`src/rtl/clip_pkg.sv`:
```
// Shared definitions for the clip playback scheduler.
// Holds the FSM state encoding, clip count, the ROM start/end address tables
// and the arbiter grant payload.
package clip_pkg;

  localparam int unsigned NUM_CLIPS = 3;
  localparam int unsigned IDX_W     = 2;

  // cur_clip value reported while nothing is playing
  localparam logic [IDX_W-1:0] IDLE_IDX = 2'd3;

  // Cycles from a PACE exit edge to the following write edge (PACE, ADDR, WAIT, PUSH)
  localparam int unsigned PIPE_LAT = 4;

  typedef enum logic [2:0] {
    IDLE,
    ADDR,
    WAIT,
    PUSH,
    PACE
  } state_t;

  // Inclusive ROM address range of each clip
  localparam int unsigned CLIP_START [NUM_CLIPS] = '{0, 27101, 43831};
  localparam int unsigned CLIP_END   [NUM_CLIPS] = '{27100, 43830, 54300};

  // Arbiter result: request seen, index of the winner and its one-hot mask
  typedef struct packed {
    logic                 valid;
    logic [IDX_W-1:0]     idx;
    logic [NUM_CLIPS-1:0] onehot;
  } grant_t;

  function automatic int unsigned clip_start(input logic [IDX_W-1:0] idx);
    clip_start = (32'(idx) < NUM_CLIPS) ? CLIP_START[idx] : 32'd0;
  endfunction

  function automatic int unsigned clip_end(input logic [IDX_W-1:0] idx);
    clip_end = (32'(idx) < NUM_CLIPS) ? CLIP_END[idx] : 32'd0;
  endfunction

endpackage

```
`src/rtl/clip_prio_arb.sv`:
```
// Fixed-priority arbiter over the pending clip requests; clip 0 wins.
// Ports:
//   pending  - one bit per clip waiting to be played
//   grant_c  - combinational grant: valid, winning index, one-hot mask
//              (index reads IDLE_IDX when nothing is pending)
module clip_prio_arb
  import clip_pkg::*;
(
  input  logic [NUM_CLIPS-1:0] pending,
  output grant_t               grant_c
);

  // Scan from the lowest priority upward so the lowest index is left standing
  always_comb begin
    grant_c     = '0;
    grant_c.idx = IDLE_IDX;
    for (int i = NUM_CLIPS - 1; i >= 0; i--) begin
      if (pending[i]) begin
        grant_c.valid     = 1'b1;
        grant_c.idx       = IDX_W'(i);
        grant_c.onehot    = '0;
        grant_c.onehot[i] = 1'b1;
      end
    end
  end

endmodule

```
`src/rtl/clip_play_sched.sv`:
```
// Clip playback scheduler: latches per-clip play requests, picks one by fixed
// priority, walks its ROM address range and pushes one sample per TICK_DIV
// cycles to the audio controller.
// Build option: CLIP_PREEMPT_EN lets a higher-priority pending clip take over
// at the next sample boundary; without it every clip plays to its end.
// Ports:
//   CLOCK_50, resetn        - clock and asynchronous active-low reset
//   req[2:0], abort         - play request pulses, stop-and-flush
//   rom_addr, rom_q         - audio ROM (data two edges after address)
//   audio_out_allowed       - controller can take a sample
//   write_audio_out         - one-cycle write strobe
//   left_channel_audio_out  - {sample, zeros}, held between writes
//   busy, cur_clip, done    - playing, clip index (3 = idle), end-of-clip pulse
module clip_play_sched
  import clip_pkg::*;
#(
  parameter int unsigned TICK_DIV = 2000,
  parameter int unsigned ADDR_W   = 16,
  parameter int unsigned SAMP_W   = 6
) (
  input  logic                 CLOCK_50,
  input  logic                 resetn,
  input  logic [NUM_CLIPS-1:0] req,
  input  logic                 abort,
  output logic [ADDR_W-1:0]    rom_addr,
  input  logic [SAMP_W-1:0]    rom_q,
  input  logic                 audio_out_allowed,
  output logic                 write_audio_out,
  output logic [31:0]          left_channel_audio_out,
  output logic                 busy,
  output logic [IDX_W-1:0]     cur_clip,
  output logic                 done
);

  localparam int unsigned CNT_W = (TICK_DIV > 1) ? $clog2(TICK_DIV) : 1;
  localparam int unsigned PAD_W = 32 - SAMP_W;

  state_t               state, state_d;
  logic [NUM_CLIPS-1:0] pending, pending_d, pend_c;
  logic [ADDR_W-1:0]    rom_addr_d, start_addr_c;
  logic [IDX_W-1:0]     cur_clip_d;
  logic [SAMP_W-1:0]    sample, sample_d;
  logic [31:0]          left_d;
  logic                 write_d, done_d, busy_d;
  logic [CNT_W-1:0]     cnt, cnt_d, cnt_sat_c;
  logic                 pace_ok_c, last_c, take_grant;
  grant_t               grant_c;

  // Requests of the current cycle take part in arbitration straight away
  assign pend_c = pending | req;

  clip_prio_arb u_arb (
    .pending (pend_c),
    .grant_c (grant_c)
  );

  assign start_addr_c = ADDR_W'(clip_start(grant_c.idx));
  assign last_c       = (rom_addr == ADDR_W'(clip_end(cur_clip)));
  assign cnt_sat_c    = (32'(cnt) < TICK_DIV - 32'd1) ? cnt + CNT_W'(1) : cnt;

  // PACE leaves early enough that the ADDR/WAIT/PUSH fetch lands the next
  // write exactly TICK_DIV cycles after the previous one
  assign pace_ok_c = (32'(cnt) + PIPE_LAT) >= TICK_DIV;

  // Next-state and next-output logic
  always_comb begin
    state_d    = state;
    pending_d  = pend_c;
    rom_addr_d = rom_addr;
    cur_clip_d = cur_clip;
    sample_d   = sample;
    left_d     = left_channel_audio_out;
    write_d    = 1'b0;
    done_d     = 1'b0;
    cnt_d      = cnt_sat_c;
    take_grant = 1'b0;

    case (state)
      IDLE: begin
        take_grant = grant_c.valid;
      end
      ADDR: begin
        state_d = WAIT;
      end
      WAIT: begin
        state_d  = PUSH;
        sample_d = rom_q;
      end
      PUSH: begin
        if (audio_out_allowed) begin
          write_d = 1'b1;
          left_d  = {sample, {PAD_W{1'b0}}};
          cnt_d   = '0;
          state_d = PACE;
        end
      end
      PACE: begin
        if (pace_ok_c) begin
          if (last_c) begin
            done_d = 1'b1;
            if (grant_c.valid) begin
              take_grant = 1'b1;
            end else begin
              state_d    = IDLE;
              cur_clip_d = IDLE_IDX;
            end
          end
`ifdef CLIP_PREEMPT_EN
          else if (grant_c.valid && (grant_c.idx < cur_clip)) begin
            // Preempted clip is dropped, not re-queued, and gets no done
            take_grant = 1'b1;
          end
`endif
          else begin
            rom_addr_d = rom_addr + ADDR_W'(1);
            state_d    = ADDR;
          end
        end
      end
      default: begin
        state_d = IDLE;
      end
    endcase

    if (take_grant) begin
      state_d    = ADDR;
      rom_addr_d = start_addr_c;
      cur_clip_d = grant_c.idx;
      pending_d  = pend_c & ~grant_c.onehot;
    end

    // abort overrides everything decided above
    if (abort) begin
      state_d    = IDLE;
      pending_d  = '0;
      cur_clip_d = IDLE_IDX;
      write_d    = 1'b0;
      done_d     = 1'b0;
    end

    busy_d = (state_d != IDLE);
  end

  // State and output registers
  always_ff @(posedge CLOCK_50 or negedge resetn) begin
    if (!resetn) begin
      state                  <= IDLE;
      pending                <= '0;
      rom_addr               <= '0;
      cur_clip               <= IDLE_IDX;
      sample                 <= '0;
      left_channel_audio_out <= '0;
      write_audio_out        <= 1'b0;
      done                   <= 1'b0;
      busy                   <= 1'b0;
      cnt                    <= '0;
    end else begin
      state                  <= state_d;
      pending                <= pending_d;
      rom_addr               <= rom_addr_d;
      cur_clip               <= cur_clip_d;
      sample                 <= sample_d;
      left_channel_audio_out <= left_d;
      write_audio_out        <= write_d;
      done                   <= done_d;
      busy                   <= busy_d;
      cnt                    <= cnt_d;
    end
  end

endmodule

```
`config.mk`:
```
export PLATFORM = sky130hd
export DESIGN_NAME = clip_play_sched
export DESIGN_NICKNAME = d
export VERILOG_FILES = /design/src/rtl/clip_pkg.sv /design/src/rtl/clip_prio_arb.sv /design/src/rtl/clip_play_sched.sv
export SDC_FILE = /design/constraint.sdc
export NUM_CORES = 1
export LEC_CHECK = 0
export CORE_ASPECT_RATIO = 0.6
export CORE_MARGIN = 1
export CORE_UTILIZATION = 40
export CTS_CLUSTER_SIZE = 24
export DETAILED_ROUTE_END_ITERATION = 12
export PLACE_DENSITY = 0.66
export SLEW_MARGIN = 20
export SYNTH_ARGS = -nofsm -noshare
export SYNTH_HDL_FRONTEND = slang
export SYNTH_SLANG_ARGS = --single-unit
```
`constraint.sdc`:
```
create_clock -name CLOCK_50 -period 3 [get_ports CLOCK_50]
set_clock_uncertainty 0.05 [all_clocks]
set_input_delay 0.6 -clock CLOCK_50 [delete_from_list [all_inputs] [get_ports CLOCK_50]]
set_output_delay 0.6 -clock CLOCK_50 [all_outputs]
set_load 0.1 [all_outputs]
```
==> results of run 1 <==
## final timing paths
path	start	end	slack, ps	cells past startpoint
max	cur_clip[0]	rom_addr[8]	310	9
min	resetn	sample[4]	300	1
max reg2reg	cur_clip[0]	rom_addr[8]	310	9
min reg2reg	sample[1]	left_channel_audio_out[27]	420	2
max in group asynchronous	resetn	done	1970	2
min in group CLOCK_50	sample[1]	left_channel_audio_out[27]	420	2
## state kept, by name (all words and copies together) (netlist names)
| register | flops |
|---|---|
| busy | 1 |
| cnt | 11 |
| cur_clip | 2 |
| done | 1 |
| left_channel_audio_out | 6 |
| pending | 3 |
| rom_addr | 16 |
| sample | 6 |
| state | 3 |
| write_audio_out | 1 |
## per-stage QoR
step                worst slack (ps)  std cells
floorplan                       81.7        324
global placement                 282        424
detailed placement               229        424
CTS                              309        432
global route                     110        432
finish                           313        432
## cell type report
class                           count  area [sq um]  share of cell area, %
Clock buffer                        5           125                   3.63
Clock inverter                      3          45.0                   1.31
Multi-Input combinational cell    231          1480                   43.0
Sequential cell                    50          1250                   36.4
Tap cell                           87           109                   3.16
Timing Repair Buffer               52           415                   12.1
Inverter                            4          15.0                  0.436
## cells in the final DEF (no fill, tap or decap), types with 4 or more instances in the layout
cell | Yosys | layout
dfrtp_1 | 48 | 48
buf_4 | 27 | 40
nand2_1 | 32 | 32
conb_1 | 1 | 26
nor2_1 | 18 | 18
nand3_1 | 12 | 12
xor2_1 | 11 | 11
clkdlybuf4s50_1 | 0 | 11
a21oi_1 | 8 | 8
o31ai_1 | 8 | 8
or4_1 | 8 | 8
ha_1 | 8 | 8
and3_1 | 7 | 7
a31oi_1 | 7 | 7
mux2_2 | 7 | 7
o21ai_0 | 6 | 6
a211oi_1 | 6 | 6
a21oi_2 | 6 | 6
nor3_1 | 5 | 5
nand4_1 | 5 | 5
or3_1 | 5 | 5
clkbuf_16 | 0 | 5
inv_1 | 4 | 4
a31oi_2 | 4 | 4
## kinds of logic after synthesis
family	share of synthesized area [%]
and+or+nand+nor	20.3
AOI/OAI and AO/OA	16.6
DFF	42.8
buffers and inverters	9.79
xor gates and xnor gates	3.89
adders and majority gates	3.42
muxes	3.04
other	0.128
## per-layer routing
metal / vias up / GRT usage [%] / routed length [microns]
met5: - / 0 / 0
met4: 0 / 6.00 / 74
met3: 7 / 7.26 / 618
met2: 89 / 27.3 / 2770
met1: 1133 / 29.6 / 3690
li1: 1127 / - / -
## power by group through the flow
stage / logic [W] / clock network [W] / registers, W
finish: 0.00187 / 0.000655 / 0.00120
global route: 0.00199 / 0.000696 / 0.00125
CTS: 0.00188 / 0.000668 / 0.00120
detailed placement: 0.00188 / 0 / 0.00121
global placement: 0.00185 / 0 / 0.00121
floorplan: 0.000747 / 0 / 0.00195
==> results.env, run 1 <==
TIMING_WORST_SETUP_PATH_TYPE='reg -> reg'
CTS_SETUP_BUFFERS=0
DRV_CAP=0
CTS_TREE='built'
GP_CONGESTION=0.866
YS_TOP_CELLS_BY_COUNT='48 x dfrtp_1, 32 x nand2_1, 27 x buf_4'
ANTENNA_FOUND_INITIAL=0
NFILLCELLS=631
FINALMAXSLEWVIOLATIONS=0
PLACE_HPWL_MICRONS=5380
SYNTH_TOP_AREA_SHARE_PCT=41.0
BUFS_AND_INVS_ON_WORST_PATH=2
SEQ_POWER_SHARE_PCT=32.3
MAX_FREQ_MHz=372
TIMING.HOLD.WORST.CLASS='in -> async'
P_SW_SHARE_PCT=52.6
COMBPWRFRAC_PCT=50.2
PWR-SHARE-CLK_PCT=17.5
CLOCKBUFFERDEPTH=2
POST_ROUTE_CELLS_DRIVE_ABOVE_1_SHARE_PCT=22.3
GRT_START_MAX_NET_PINS=30
CP_DATA_ARRIVAL_TIME_PS=2800
DR_TOTAL_VIAS=2356
SYNTH.FF_LATCH_COUNT=50
FP-ROW-COUNT=23
CP_MAX_FO=6
CHIPHEIGHT_MICRONS=68.3
YOSYS_WARNINGS=0
GRT_SETUP_UNREPAIRED='no'
SETUP_VIOL_COUNT_FINAL=0
PART_OF_THE_YOSYS_AREA_USED_FOR_SEQUENTIAL_ELEMENTS_PCT=42.8
TIMING.CRITICAL_PATH.TO_TYPE='register'
VIA_PER_INST=5.45
FINALCRITICALPERIOD_PS=2690
CTS_MAX_LEVEL=2
SYN_AREA_PER_CELL_SQ_UM=9.79
ASYNC_FLOP_SHARE_PCT=100
ANT_NETS=0
CLOCK_SLEW_AT_REPORTED_PATH_FFS_PS=70
CTS_RESIZED=0
P_INT_W=0.00177
POST-SYNTH-TOP-COUNT-CELL='dfrtp_1'
CRITPATHSLOWESTCELL='dfstp_2'
YS_DOMINANT_REG_CELL='dfrtp_1'
RUN_STATUS='completed'
DETAILED_PLACE.AREA_SQ_UM=3270
CRITICAL_PATH.CELL_CHAIN='inv_1 > ha_1 > or3_1 > a211oi_2 > nand3_2 > buf_4 > o31ai_4 > and2_1 > a31oi_1'
SETUP-TNS-FINAL_PS=0
WORSTSKEWPAIRLATENCY_PS=290
GLOBALROUTE.TOTALOVERFLOW=0
SYN_TO_FINAL_GROWTH_PCT=17.7
SUMMED_AREA_OF_NON_FILLER_CELLS_IN_THE_FINAL_LAYOUT_SQ_UM=3440
FRACTION_OF_THE_CYCLE_THE_FINAL_WORST_PATH_NEEDS_PCT=89.6
SYN_AREA_SQ_UM=2930
DIEAREA_SQ_UM=7670
GRT_FIRST_PASS_WIRELENGTH_MICRONS=11500
DRT-INITIAL-DRC-COUNT=140
NUMBER_OF_ITERATIONS_IN_THE_FIRST_DETAILED_ROUTING_PASS=4
CHIPWIDTH_MICRONS=112
NETSWITCHINGPOWER_W=0.00196
WORST_PIN_SLEW_PS=756
GROUTE.USAGE.OVERALL_PCT=20.2
WORST_SLEW_MARGIN_REL_PCT=49.5
DRC=0
NUMBER_OF_GLOBAL_ROUTE_VIAS_BEFORE_REPAIR=2125
CELLLEAKAGEPOWER_nW=1.48
CTS-BUFFERS-INSERTED=5
MAX_RAIL_DROP_VDD_V=0.000592
HOLD_VIOL_FINAL=0
INSERTEDDIODECOUNT=0
ROUTEDWLPERCELL_MICRONS=16.6
PLACE.PORT_BUFFERS=39
TOTAL_NETS_FINAL=365
SYNTH_EDF_COUNT=0
IOS=66
CRITICAL_PATH_REQUIRED_PS=3110
NUMCLOCKSINKS=50
MAX_STAGE_DELAY_PS=540
FP.COREAREA_SQ_UM=6880
UTILIZATION_PCT=50.1
POWER-PER-CELL-AREA_nW_PER_UM2=1080
CLOCK-ROOT-BUFFER='clkbuf_16'
SYNTH_TOP_CELLS_BY_AREA='dfrtp_1 41%, buf_4 6.9%, nand2_1 4.1%, ha_1 3.4%, xor2_1 3.3%'
FIN_WORST_HOLD_SLACK_PS=297
SYNTHDOMINANTAREACELLTYPE='dfrtp_1'
POST_SYNTHESIS_CELL_TYPE_COUNT=51
CRITICAL_PATH.TOP_DELAY_FAMILY='simple AND/OR/NAND/NOR gates'
TOTAL_POWER_W=0.00373
COUNT_OF_MAPPED_CELLS_OUT_OF_SYNTHESIS=299
NUMBER_OF_HOLD_BUFFERS_ADDED_AFTER_CTS=0
CRITPATHLAUNCHTYPE='register'
INITIAL_UTILIZATION_PCT=42.6
WIRELENGTH_MICRONS=7150
Note: power is estimated with default switching activity, not from simulation.
==> inputs of run 2 (changes only) <==
ABC_AREA = 1   (was unset)
PLACE_DENSITY = unset   (was 0.66)
==> run 2 against run 1 <==
Global-route usage up 0.35 points. Flip-flop and latch count unchanged. Critical endpoint is now rom_addr[11]. Register-to-register slack worse by 50 ps. Maximum frequency down 1.7%. Clock power up 1%. Largest power group unchanged. Setup slack worse by 47 ps. Combinational power up 52%. Utilization down 1.1 points. Sequential power about the same. Routed wire length up 22%. Largest cell class unchanged. Via count up 36%.
==> results.env, run 2 <==
SYN_AREA_PER_CELL_SQ_UM=7.07
TOTAL_NETS_FINAL=557
CTS_RESIZED=0
CTS-BUFFERS-INSERTED=5
SYNTH_TOP_CELLS_BY_AREA='dfrtp_1 34%, nand2_1 15%, inv_1 6.1%, nor2_1 5.8%, nand3_1 5.6%'
POST-SYNTH-TOP-COUNT-CELL='nand2_1'
CLOCKBUFFERDEPTH=2
TOTAL_POWER_W=0.00471
LARGESTREGISTERS='rom_addr (16), cnt (11)'
ASYNC_FLOP_SHARE_PCT=100
CP_DATA_ARRIVAL_TIME_PS=2870
SYNTH.FF_LATCH_COUNT=50
POST_SYNTHESIS_CELL_TYPE_COUNT=34
RRSETUPSLACK_PS=270
PLACED_CELLS_INCL_TAPS=637
ANT_NETS=0
SETUP-TNS-FINAL_PS=0
COUNT_OF_MAPPED_CELLS_OUT_OF_SYNTHESIS=493
INSERTEDDIODECOUNT=0
DRV_CAP=0
HOLD_VIOL_FINAL=0
WIRELENGTH_MICRONS=8710
GLOBALROUTE.TOTALOVERFLOW=0
CTS_MAX_LEVEL=2
ANTENNA_FOUND_INITIAL=0
CRIT_START='cur_clip[1]'
MAX_FREQ_MHz=366
WORST_R2R_STARTPOINT='cur_clip[1]'
GP_CONGESTION=0.941
DRC=0
PLACE_HPWL_MICRONS=6700
TIMING.HOLD.WORST.CLASS='in -> async'
SETUP_WS_PS=267
LAYOUTNONFILLERINSTCOUNT=644
POST_ROUTE_CELLS_DRIVE_ABOVE_1_SHARE_PCT=13.6
IOS=66
FIN_WORST_HOLD_SLACK_PS=117
NUMBER_OF_ITERATIONS_IN_THE_FIRST_DETAILED_ROUTING_PASS=4
NUMBER_OF_HOLD_BUFFERS_ADDED_AFTER_CTS=0
PWR-SHARE-CLK_PCT=14.1
SYNTH_EDF_COUNT=0
LAYOUT_COMMONEST_CELL='nand2_1'
CLOCK-ROOT-BUFFER='clkbuf_16'
INITIAL_UTILIZATION_PCT=42.7
P_INT_W=0.00203
GRT_START_MAX_NET_PINS=40
PLACE.PORT_BUFFERS=39
POWER-PER-CELL-AREA_nW_PER_UM2=1180
GRT_SETUP_UNREPAIRED='no'
WORSTSKEWPAIRLATENCY_PS=300
GRT_FIRST_PASS_WIRELENGTH_MICRONS=14200
TIMING_WORST_SETUP_PATH_TYPE='reg -> reg'
NETSWITCHINGPOWER_W=0.00269
REGISTER_CONTAINING_THE_MOST_FLIP_FLOPS_IN_THE_FINAL_LAYOUT='rom_addr'
WORST_SLEW_MARGIN_REL_PCT=63.5
PLACE_WS_PS=274
FRACTION_OF_THE_CYCLE_THE_FINAL_WORST_PATH_NEEDS_PCT=91.1
GROUTE.USAGE.OVERALL_PCT=20.6
R2R_CELLS=15
SYNTH_TOP_AREA_SHARE_PCT=34.5
SYN_AREA_SQ_UM=3490
SETUP_VIOL_COUNT_FINAL=0
MAX_RAIL_DROP_VDD_V=0.000656
DIEAREA_SQ_UM=9100
YS_TOP_CELLS_BY_COUNT='135 x nand2_1, 57 x inv_1, 54 x nor2_1'
CRITPATHLAUNCHTYPE='register'
CHIPHEIGHT_MICRONS=74.3
YOSYS_WARNINGS=0
CHIPWIDTH_MICRONS=123
LAYOUT.CELLS.MOST_COMMON_LIST='135 x nand2_1, 57 x inv_1, 54 x nor2_1'
CTS_TREE='built'
WORST_PIN_SLEW_PS=543
COMBPWRFRAC_PCT=60.3
FP-ROW-COUNT=25
ROUTEDWLPERCELL_MICRONS=13.5
RUN_STATUS='completed'
DR_TOTAL_VIAS=3195
P_SW_SHARE_PCT=57.0
TIMING.RR.END='rom_addr[11]'
CELLLEAKAGEPOWER_nW=2.17
CP_MAX_FO=24
CRITICAL_PATH_REQUIRED_PS=3130
NUMBER_OF_GLOBAL_ROUTE_VIAS_BEFORE_REPAIR=2732
LARGEST_REG_FLOPS=16
YS_DOMINANT_REG_CELL='dfrtp_1'
PART_OF_THE_YOSYS_AREA_USED_FOR_SEQUENTIAL_ELEMENTS_PCT=36.0
SYN_TO_FINAL_GROWTH_PCT=14.7
VIA_PER_INST=4.96
SEQ_POWER_SHARE_PCT=25.6
SYNTHDOMINANTAREACELLTYPE='dfrtp_1'
DRT-INITIAL-DRC-COUNT=257
FINALCRITICALPERIOD_PS=2730
NUMCLOCKSINKS=50
FINALMAXSLEWVIOLATIONS=0
CLOCK_SLEW_AT_REPORTED_PATH_FFS_PS=70
FP.COREAREA_SQ_UM=8160
TIMING.CRITICAL_PATH.TO_TYPE='register'
CTS_SETUP_BUFFERS=0
==> run 2: cell count changes in the layout (fill, tap and decap cells not counted), sizes merged, moves of 6 or more <==
cell	change
a211oi	-7
a31oi	-8
and3	-7
buf	-6
inv	+56
nand2	+115
nand3	+28
nand4	+6
nor2	+37
nor3	+10
o21ai	+12
o31ai	-8
or4	-8
==> run 2: area by class of cell <==
| class | instances | area (sq um) |
|---|---|---|
| well taps | 108 | 135 |
| flip-flops and latches | 50 | 1250 |
| multi-input cells | 373 | 1840 |
| clock inverters | 1 | 30.0 |
| clock buffers | 6 | 139 |
| fillers | 811 | 4170 |
| repair buffers | 46 | 370 |
| inverters | 60 | 225 |
==> run 2: power by group through the flow <==
stage | sequential (W) | clock (W) | combinational, W
after floorplan | 0.00208 | 0 | 0.00138
after global placement | 0.00121 | 0 | 0.00280
after detailed placement | 0.00121 | 0 | 0.00281
after CTS | 0.00120 | 0.000677 | 0.00282
after global routing | 0.00124 | 0.000699 | 0.00308
final | 0.00121 | 0.000664 | 0.00284
==> run 2: how the worst max path moves through the flow <==
| stage | to | slack, ps | cells past startpoint |
|---|---|---|---|
| 2_1_floorplan | rom_addr[11] | 230 | 13 |
| 3_3_place_gp | rom_addr[10] | 340 | 10 |
| 3_5_place_dp | rom_addr[10] | 270 | 10 |
| 4_1_cts | rom_addr[11] | 300 | 15 |
| 5_1_grt | rom_addr[2] | 70 | 15 |
| 6_report | rom_addr[11] | 270 | 15 |
==> run 2: through the flow <==
step,instance area (sq um),utilization (%)
after floorplan,3580,-
after detailed placement,3830,46.9
after global placement,3830,46.9
after CTS,4000,49.0
after global routing,4000,49.0
final,4000,49.0
==> run 2: cell families after synthesis <==
logic type,synth area share [%]
and+or+nand+nor,36.9
buffers and inverters,13.8
DFF,36.0
AOI/OAI and AO/OA,5.64
xor gates and xnor gates,4.02
adders and majority gates,2.87
muxes,0.646
other,0.108
==> run 2: worst max-delay path: stages, from the launching register on <==
cell and delay, ps:
dfstp_2 620, inv_1 130, ha_1 300, inv_1 150
nand3_1 90, nand2_1 70, nand2_1 50, nor2_1 210
nand4_4 150, nand2_4 130, nand2_4 190, buf_4 250
nand2_2 50, nand2_1 50, nand2_1 70, nand2_1 60
==> run 2: metal layers <==
metal  track usage, %  share of wire (%)
met4             5.15               0.79
met2             25.8                 37
met1             33.0                 56
met3             5.83                6.6
met5                0                  0
